===== src/rtl/core_types_pkg.sv =====
// Shared pipeline bundle types, memory FSM states and func3 encodings
// used by the memory stage and its alignment helper.
package core_types_pkg;

  typedef struct packed {
    logic [31:0] rs2;
    logic [4:0]  rd;
    logic [31:0] result;
    logic        Wmem;
    logic        Rmem;
    logic        Wreg;
    logic [2:0]  func3;
  } EXE_out_t;

  typedef struct packed {
    logic [4:0]  rd;
    logic [31:0] wdata;
    logic        Wreg;
  } MEM_out_t;

  typedef enum logic [1:0] {
    IDLE = 2'd0,
    REQ  = 2'd1,
    WAIT = 2'd2
  } mem_state_t;

  localparam logic [2:0] LB  = 3'b000;
  localparam logic [2:0] LH  = 3'b001;
  localparam logic [2:0] LW  = 3'b010;
  localparam logic [2:0] LBU = 3'b100;
  localparam logic [2:0] LHU = 3'b101;
  localparam logic [2:0] SB  = 3'b000;
  localparam logic [2:0] SH  = 3'b001;
  localparam logic [2:0] SW  = 3'b010;

endpackage


===== src/rtl/mem_align.sv =====
// Byte-lane steering for stores, sign/zero extension for loads and
// access alignment check. Purely combinational.
module mem_align
  import core_types_pkg::*;
(
  input  logic [1:0]  addr_i,
  input  logic [2:0]  func3_i,
  input  logic        mem_op_i,
  input  logic [31:0] rs2_i,
  input  logic [31:0] rdata_i,
  output logic [3:0]  be_o,
  output logic [31:0] wdata_o,
  output logic [31:0] rdata_o,
  output logic        misalign_o
);

  logic        is_b;
  logic        is_h;
  logic        is_w;
  logic [31:0] shifted;
  logic [7:0]  bsel;
  logic [15:0] hsel;

  // func3 codes 011/110/111 fall into the word bucket via func3[1]
  assign is_b = (func3_i[1:0] == 2'b00);
  assign is_h = (func3_i[1:0] == 2'b01);
  assign is_w = func3_i[1];

  assign shifted = rdata_i >> {addr_i, 3'b000};
  assign bsel    = shifted[7:0];
  assign hsel    = addr_i[1] ? rdata_i[31:16] : rdata_i[15:0];

  assign misalign_o = mem_op_i &
                      ((is_h & addr_i[0]) | (is_w & (|addr_i)));

  always_comb begin
    be_o    = 4'b1111;
    wdata_o = rs2_i;
    rdata_o = rdata_i;
    unique case (1'b1)
      is_b: begin
        be_o    = 4'b0001 << addr_i;
        wdata_o = {4{rs2_i[7:0]}};
        rdata_o = func3_i[2] ? {24'd0, bsel}
                             : {{24{bsel[7]}}, bsel};
      end
      is_h: begin
        be_o    = addr_i[1] ? 4'b1100 : 4'b0011;
        wdata_o = {2{rs2_i[15:0]}};
        rdata_o = func3_i[2] ? {16'd0, hsel}
                             : {{16{hsel[15]}}, hsel};
      end
      is_w: begin
        be_o    = 4'b1111;
        wdata_o = rs2_i;
        rdata_o = rdata_i;
      end
      default: ;
    endcase
  end

endmodule


===== src/rtl/mem_stage.sv =====
// Memory pipeline stage: data-memory request/grant/rvalid FSM,
// upstream stall generation and the registered writeback bundle.
module mem_stage
  import core_types_pkg::*;
(
  input  logic        Clock,
  input  logic        nReset,
  input  EXE_out_t    EXE_out,
  output logic        dmem_req,
  output logic        dmem_we,
  output logic [31:0] dmem_addr,
  output logic [3:0]  dmem_be,
  output logic [31:0] dmem_wdata,
  input  logic        dmem_gnt,
  input  logic        dmem_rvalid,
  input  logic [31:0] dmem_rdata,
  output logic        stall,
  output logic        misalign,
  output MEM_out_t    MEM_out
);

  mem_state_t  state_q;
  MEM_out_t    mem_q;
  MEM_out_t    mem_d;
  logic        mem_op;
  logic        is_st;
  logic        mis;
  logic        op_ok;
  logic        req_raw;
  logic        stall_raw;
  logic [31:0] ld_data;

  assign mem_op = EXE_out.Wmem | EXE_out.Rmem;
  assign is_st  = EXE_out.Wmem;
  assign op_ok  = mem_op & ~mis;

  mem_align u_align (
    .addr_i     (EXE_out.result[1:0]),
    .func3_i    (EXE_out.func3),
    .mem_op_i   (mem_op),
    .rs2_i      (EXE_out.rs2),
    .rdata_i    (dmem_rdata),
    .be_o       (dmem_be),
    .wdata_o    (dmem_wdata),
    .rdata_o    (ld_data),
    .misalign_o (mis)
  );

  always_comb begin
    req_raw   = 1'b0;
    stall_raw = 1'b0;
    unique case (state_q)
      IDLE: begin
        req_raw   = op_ok;
        stall_raw = op_ok & ~(dmem_gnt & is_st);
      end
      REQ: begin
        req_raw   = 1'b1;
        stall_raw = ~(dmem_gnt & is_st);
      end
      WAIT: stall_raw = ~dmem_rvalid;
      default: ;
    endcase
  end

  // Reset holds the handshake outputs low even though IDLE decodes them
  assign dmem_req  = nReset & req_raw;
  assign stall     = nReset & stall_raw;
  assign misalign  = nReset & (state_q == IDLE) & mis;
  assign dmem_we   = is_st;
  assign dmem_addr = {EXE_out.result[31:2], 2'b00};
  assign MEM_out   = mem_q;

  always_comb begin
    mem_d = '{rd: EXE_out.rd, wdata: EXE_out.result, Wreg: 1'b0};
    if (state_q == IDLE && !mem_op)
      mem_d.Wreg = EXE_out.Wreg;
    if (state_q == WAIT && dmem_rvalid) begin
      mem_d.wdata = ld_data;
      mem_d.Wreg  = EXE_out.Wreg;
    end
  end

  always_ff @(posedge Clock or negedge nReset) begin
    if (!nReset) begin
      state_q <= IDLE;
      mem_q   <= '0;
    end else begin
      mem_q <= mem_d;
      unique case (state_q)
        IDLE:
          if (op_ok)
            state_q <= dmem_gnt ? (is_st ? IDLE : WAIT) : REQ;
        REQ:
          if (dmem_gnt)
            state_q <= is_st ? IDLE : WAIT;
        WAIT:
          if (dmem_rvalid)
            state_q <= IDLE;
        default: state_q <= IDLE;
      endcase
    end
  end

endmodule


===== config.mk =====
export PLATFORM = sky130hd
export DESIGN_NAME = mem_stage
export DESIGN_NICKNAME = d
export VERILOG_FILES = /design/src/rtl/core_types_pkg.sv /design/src/rtl/mem_align.sv /design/src/rtl/mem_stage.sv
export SDC_FILE = /design/constraint.sdc
export NUM_CORES = 1
export LEC_CHECK = 0
export CORE_UTILIZATION = 34
export CTS_CLUSTER_SIZE = 12
export DETAILED_ROUTE_END_ITERATION = 8
export PLACE_DENSITY = 0.81
export SYNTH_ARGS = -nofsm -noshare
export SYNTH_HDL_FRONTEND = slang
export SYNTH_SLANG_ARGS = --single-unit

===== constraint.sdc =====
create_clock -name Clock -period 2.1 [get_ports Clock]
set_clock_uncertainty 0.1 [all_clocks]
set_input_delay 0.42 -clock Clock [delete_from_list [all_inputs] [get_ports Clock]]
set_output_delay 0.42 -clock Clock [all_outputs]
set_load 0.02 [all_outputs]

==> results.json, run 1 <==
{
  "status": "finished clean",
  "met1_usage_pct": 26.75,
  "setup_violations": 0,
  "synth.top_cells.by_count": "nand2_1, buf_4, dfrtp_1",
  "gp_congestion": 0.8868,
  "grt_overflow": 0,
  "tightest_slew_ps": 518.8,
  "drv_cap": 0,
  "synth_most_common_cell": "nand2_1",
  "peakVddDrop_mv": 0.2258,
  "drive_gt1_share_pct": 19.93,
  "grt_setup_unrepaired": "no",
  "num_vias": 3519,
  "ant_nets": 0,
  "maxSlewHeadroom_pct": 65.41,
  "dp_cells": 658,
  "ys_warn_count": 0,
  "drtIter0Drc": 115,
  "multi_input_area_um2": 1493,
  "fin_util_pct": 64.82,
  "routed_via_density": 5.276,
  "grt_pass1_vias": 3289,
  "synth-edff-count": 0,
  "die_h_um": 94.22,
  "grt_pass1_wl_um": 17240,
  "hold_path_class": "in -> async",
  "rr_worst_depth": 5,
  "path_cells": "buf_2, buf_12, buf_6, mux2_2, dlygate4sd2_1",
  "ys.flop_type": "dfrtp_1",
  "r2r_slack_ps": 450,
  "pin_count": 221,
  "slowest_delay_ps": 330,
  "drc": 0,
  "die_area_um2": 8877,
  "yosysTopAreaCell": "dfrtp_1",
  "crit_type": "in -> out",
  "n_antenna_cell": 0,
  "cts_tree": "built",
  "avgSynthCellArea_um2": 8.261,
  "clkTransAtPathRegs_ps": 80,
  "avgRoutedWirePerCell_um": 17.27,
  "worst_path_max_delay_cell": "mux2_2",
  "fin_nets": 672,
  "crit_arrival_ps": 1560,
  "clkLatencyLatePin_ps": 290,
  "rows": 33,
  "critPathCaptureType": "output port",
  "area_growth_pct": 84.21,
  "syn_area_um2": 2892,
  "cts_sinks": 40,
  "r2r_start": "state_q[1]",
  "power_density_nw_per_um2": 481.0,
  "regArea_um2": 1001,
  "wirelength_um": 11520,
  "cp-start-kind": "input port",
  "cts_hold_buf": 0,
  "port_buffers": 218,
  "htreeDepth": 2,
  "period_minus_slack_ps": 2076,
  "hold_viol_final": 0,
  "p_total_uw": 2562,
  "dp_slack_ps": -854.4,
  "synth_cells": 350,
  "n_fill_cell": 647,
  "p_leak_uw": 0.002286,
  "grt.busiest_layer": "met2",
  "grt_use_met3_pct": 7.848,
  "root_buffer": "clkbuf_8",
  "synth_seq_cells": 40,
  "grt_max_degree": 41,
  "start_util_pct": 35.19,
  "hpwl_um": 9230,
  "slew_violations": 0,
  "first_pass_iters": 5,
  "core_um2": 8217,
  "max_freq_ghz": 0.4816,
  "timing.rr.end": "MEM_out[24]",
  "antenna_found_initial": 0,
  "final_cells": 667,
  "path_max_fanout": 22,
  "cp.required_ps": 1580,
  "chipWidth_um": 94.22,
  "use_met2_pct": 47.40,
  "fin_crit_sh_pct": 98.88,
  "grtUsageTotal_pct": 25.79,
  "ys_seq_area_share_pct": 34.62,
  "async_flop_share_pct": 100.0,
  "netlist.area_leader.share_pct": 34.62,
  "numCtsBuffers": 5,
  "clock_path_buffers": 2,
  "synthTopCellsByArea": "dfrtp_1, buf_4, nand2_1, a21oi_1, mux2i_1",
  "setup_ws_ps": 23.53,
  "ys_types": 40
}
==> how the worst max path moves through the flow <==
stage                          start        endpoint  slack, ps  depth (start not counted)
final                     EXE_out[1]  dmem_wdata[17]         20                          5
after global placement    EXE_out[0]           stall       -740                          6
after CTS                 EXE_out[4]           stall        -10                          5
after floorplan           EXE_out[0]  dmem_wdata[26]         40                          4
after global routing      EXE_out[0]        dmem_req          5                          6
after detailed placement  EXE_out[0]           stall       -850                          6
==> state kept, by name, indices dropped and copies added (netlist names) <==
signal   cells
state_q      2
MEM_out     38
==> area by class of cell <==
type	count	share of cell area, %
repair buffers	271	48.86
multi-input cells	240	28.02
flip-flops and latches	40	18.79
well taps	105	2.467
clock buffers	5	1.292
clock inverters	3	0.3524
inverters	3	0.2114
==> routing by layer <==
metal	part of all wire (%)	vias to the layer above
li1	-	1626
met1	33	1628
met2	52	236
met3	12	29
met4	3.1	0
met5	0	-
==> critical path, delay by kind of cell <==
| kind | cells | cell delay, ps |
|---|---|---|
| mux | 1 | 330 |
| buf+inv | 4 | 790 |
==> placed cells by master, fill, tap and decap left out, types with 2 or more instances in the layout <==
cell type / Yosys / layout
a211o_1: 7 / 7
a21oi_1: 37 / 36
a221oi_1: 7 / 7
a22oi_1: 2 / 2
a31oi_1: 7 / 7
a32oi_1: 7 / 7
a41oi_1: 2 / 2
buf_12: 0 / 5
buf_2: 6 / 3
buf_4: 43 / 48
buf_6: 2 / 4
clkbuf_2: 1 / 7
clkbuf_8: 0 / 5
clkdlybuf4s15_1: 0 / 3
clkdlybuf4s15_2: 0 / 13
clkdlybuf4s50_1: 0 / 170
clkinv_2: 0 / 2
conb_1: 1 / 2
dfrtp_1: 40 / 40
dlygate4sd2_1: 0 / 15
dlymetal6s2s_1: 0 / 3
inv_1: 3 / 3
mux2_2: 8 / 8
mux2i_1: 18 / 18
nand2_1: 68 / 67
nor2_1: 20 / 19
nor2b_1: 4 / 4
nor3_1: 3 / 3
nor3_4: 2 / 2
nor3b_1: 2 / 2
o21ai_0: 14 / 10
o21ai_1: 1 / 3
o21ai_2: 0 / 2
o22ai_1: 16 / 16
==> kinds of logic after synthesis <==
logic type	share of synthesized area, %
other	0.1297
multiplexers	9.347
AO/OA/AOI/OAI	23.63
AND/OR/NAND/NOR	16.66
buffers and inverters	15.62
flip-flops	34.62
==> repair_timing <==
item / in CTS / in global routing
setup buffers: 1 / 0
endpoints found under the setup margin: 65 / 16
gates resized for setup: 109 / 22
pin swaps: 4 / 2
==> metrics by stage <==
| stage | hold slack [ps] | instance area (um^2) | setup TNS [ps] |
|---|---|---|---|
| after floorplan | 24.41 | 2902 | 0 |
| after global placement | 439.5 | 5189 | -32890 |
| after detailed placement | 452.9 | 5189 | -35970 |
| after CTS | 127.7 | 5343 | -9.999 |
| after global routing | 158.1 | 5326 | 0 |
| final | 98.91 | 5326 | 0 |
==> power by group <==
group          switching, uW  internal, uW  leakage [uW]  total [uW]
logic                    579           605       0.00177        1180
registers               26.3           841      0.000471         868
clock network            278           232     0.0000479         509
total                    883          1680       0.00229        2560
No activity file was read; power rests on OpenSTA's default activity.
==> run 2, diff against run 1 <==
CORE_UTILIZATION = 35   (was 34)
CTS_BUF_LIST = sky130_fd_sc_hd__clkbuf_2 sky130_fd_sc_hd__clkbuf_4 sky130_fd_sc_hd__clkbuf_8   (was default)
==> run 2 against run 1 <==
Non-clock buffer count fell by 5. Maximum frequency fell by 0.34%. Worst hold slack improved by 19 ps. Count of clock-buffer cells in the layout did not move. Design area fell by 1.3%.
==> results.json, run 2 (same netlist as run 1, synthesis figures left out) <==
{
  "setup_violations": 0,
  "gp_congestion": 0.8279,
  "power_density_nw_per_um2": 514.3,
  "root_buffer": "clkbuf_8",
  "port_buffers": 218,
  "slowest_delay_ps": 620,
  "num_vias": 3421,
  "fin_util_pct": 66.96,
  "period_minus_slack_ps": 2084,
  "path_cells": "clkdlybuf4s50_1, clkdlybuf4s50_1",
  "critPathCaptureType": "output port",
  "routed_via_density": 5.191,
  "start_util_pct": 36.85,
  "hpwl_um": 9025,
  "pwr-share-clk_pct": 24.8,
  "status": "finished clean",
  "p_leak_uw": 0.002270,
  "die_h_um": 92.89,
  "hold_viol_final": 0,
  "chipWidth_um": 92.89,
  "cts_sinks": 40,
  "final_area_um2": 5255,
  "numCtsBuffers": 5,
  "fin_nets": 667,
  "grt_overflow": 0,
  "grt_pass1_wl_um": 17850,
  "clkLatencyLatePin_ps": 300,
  "intPower_uw": 1787,
  "avgRoutedWirePerCell_um": 17.66,
  "antenna_found_initial": 0,
  "largest_reg_flops": 38,
  "path_buf_inv": 2,
  "setup_ws_ps": 16.39,
  "grt_pass1_vias": 3425,
  "switching_share_pct": 33.89,
  "path_max_fanout": 2,
  "placedInstanceArea_um2": 5110,
  "core_um2": 7848,
  "grt_max_degree": 41,
  "cts_hold_buf": 0,
  "n_fill_cell": 664,
  "p_seq_share_pct": 32.1,
  "dp_slack_ps": -681.7,
  "drive_gt1_share_pct": 17.59,
  "ant_nets": 0,
  "crit_type": "in -> out",
  "fin_hold_ws_ps": 117.5,
  "final_common_cell": "clkdlybuf4s50_1",
  "power.share.combinational_pct": 43.0,
  "die_area_um2": 8629,
  "first_pass_iters": 5,
  "clock_path_buffers": 2,
  "n_antenna_cell": 0,
  "tightest_slew_ps": 546.7,
  "cp.required_ps": 1580,
  "drtIter0Drc": 299,
  "htreeDepth": 2,
  "p_sw_uw": 915.8,
  "tns_ps": 0,
  "crit_top_cell": "clkdlybuf4s50_1",
  "peakVddDrop_mv": 0.4937,
  "worst_path_max_delay_cell": "clkdlybuf4s50_1",
  "hold_path_class": "in -> async",
  "area_growth_pct": 81.74,
  "regArea_um2": 1001,
  "crit_arrival_ps": 1560,
  "rows": 32,
  "cts_tree": "built",
  "wirelength_um": 11640,
  "cp-start-kind": "input port",
  "clkTransAtPathRegs_ps": 90,
  "pin_count": 221,
  "maxSlewHeadroom_pct": 63.55,
  "drv_cap": 0,
  "fin_crit_sh_pct": 99.22,
  "drc": 0,
  "slew_violations": 0,
  "grtUsageTotal_pct": 26.75,
  "multi_input_area_um2": 1484,
  "max_freq_ghz": 0.4799,
  "path_delay_family": "buffers and inverters",
  "final_cell_mix": "clkdlybuf4s50_1, nand2_1, buf_4, dfrtp_1, a21oi_1"
}
[run 2: final cells by class]
class	count	share of cell area, %
Clock inverter	3	0.8810
Sequential cell	40	19.05
Timing Repair Buffer	266	47.88
Multi-Input combinational cell	240	28.24
Inverter	3	0.2143
Tap cell	102	2.429
Clock buffer	5	1.310
[run 2: layer usage]
metal / up-vias / routed length (um) / track usage (%)
li1: 1620 / - / -
met1: 1603 / 4764 / 33.15
met2: 176 / 5770 / 45.59
met3: 22 / 824 / 5.829
met4: 0 / 280 / 9.231
met5: - / 0 / 0
[run 2: metrics by stage]
step | cells | total power, uW
6_report | 659 | 2703
5_1_grt | 659 | 2821
4_1_cts | 659 | 2707
3_5_place_dp | 646 | 2053
3_3_place_gp | 646 | 2032
2_1_floorplan | 351 | 1417
[run 2: power groups by stage]
stage,registers [uW],logic (uW),clock network [uW]
after global routing,876,1230,710
final,869,1160,671
after detailed placement,882,1170,0
after global placement,880,1150,0
after CTS,868,1160,683
after floorplan,970,447,0
[run 2: timing repair]
| item | in CTS | in global routing |
|---|---|---|
| buffers inserted | 5 | 0 |
| pin swaps | 2 | 0 |
| endpoints found under the setup margin | 63 | 20 |
| resized for setup | 98 | 31 |
| cloned | 0 | 0 |
[run 2: path summary, 6_finish.rpt]
kind | startpoint | to | slack, ps | cells after the start
min reg2reg | state_q[0] | MEM_out[0] | 550 | 2
min in group Clock | EXE_out[41] | MEM_out[36] | 460 | 1
max in group asynchronous | nReset | MEM_out[12] | 1390 | 2
min | nReset | state_q[0] | 120 | 2
max | EXE_out[16] | dmem_addr[10] | 20 | 2
max reg2reg | state_q[0] | MEM_out[25] | 340 | 6
==> run 3, diff against run 2 <==
SLEW_MARGIN = 15   (was default)
==> results of run 3 <==
Final layout, timing and power as in run 2 (identical DEF).
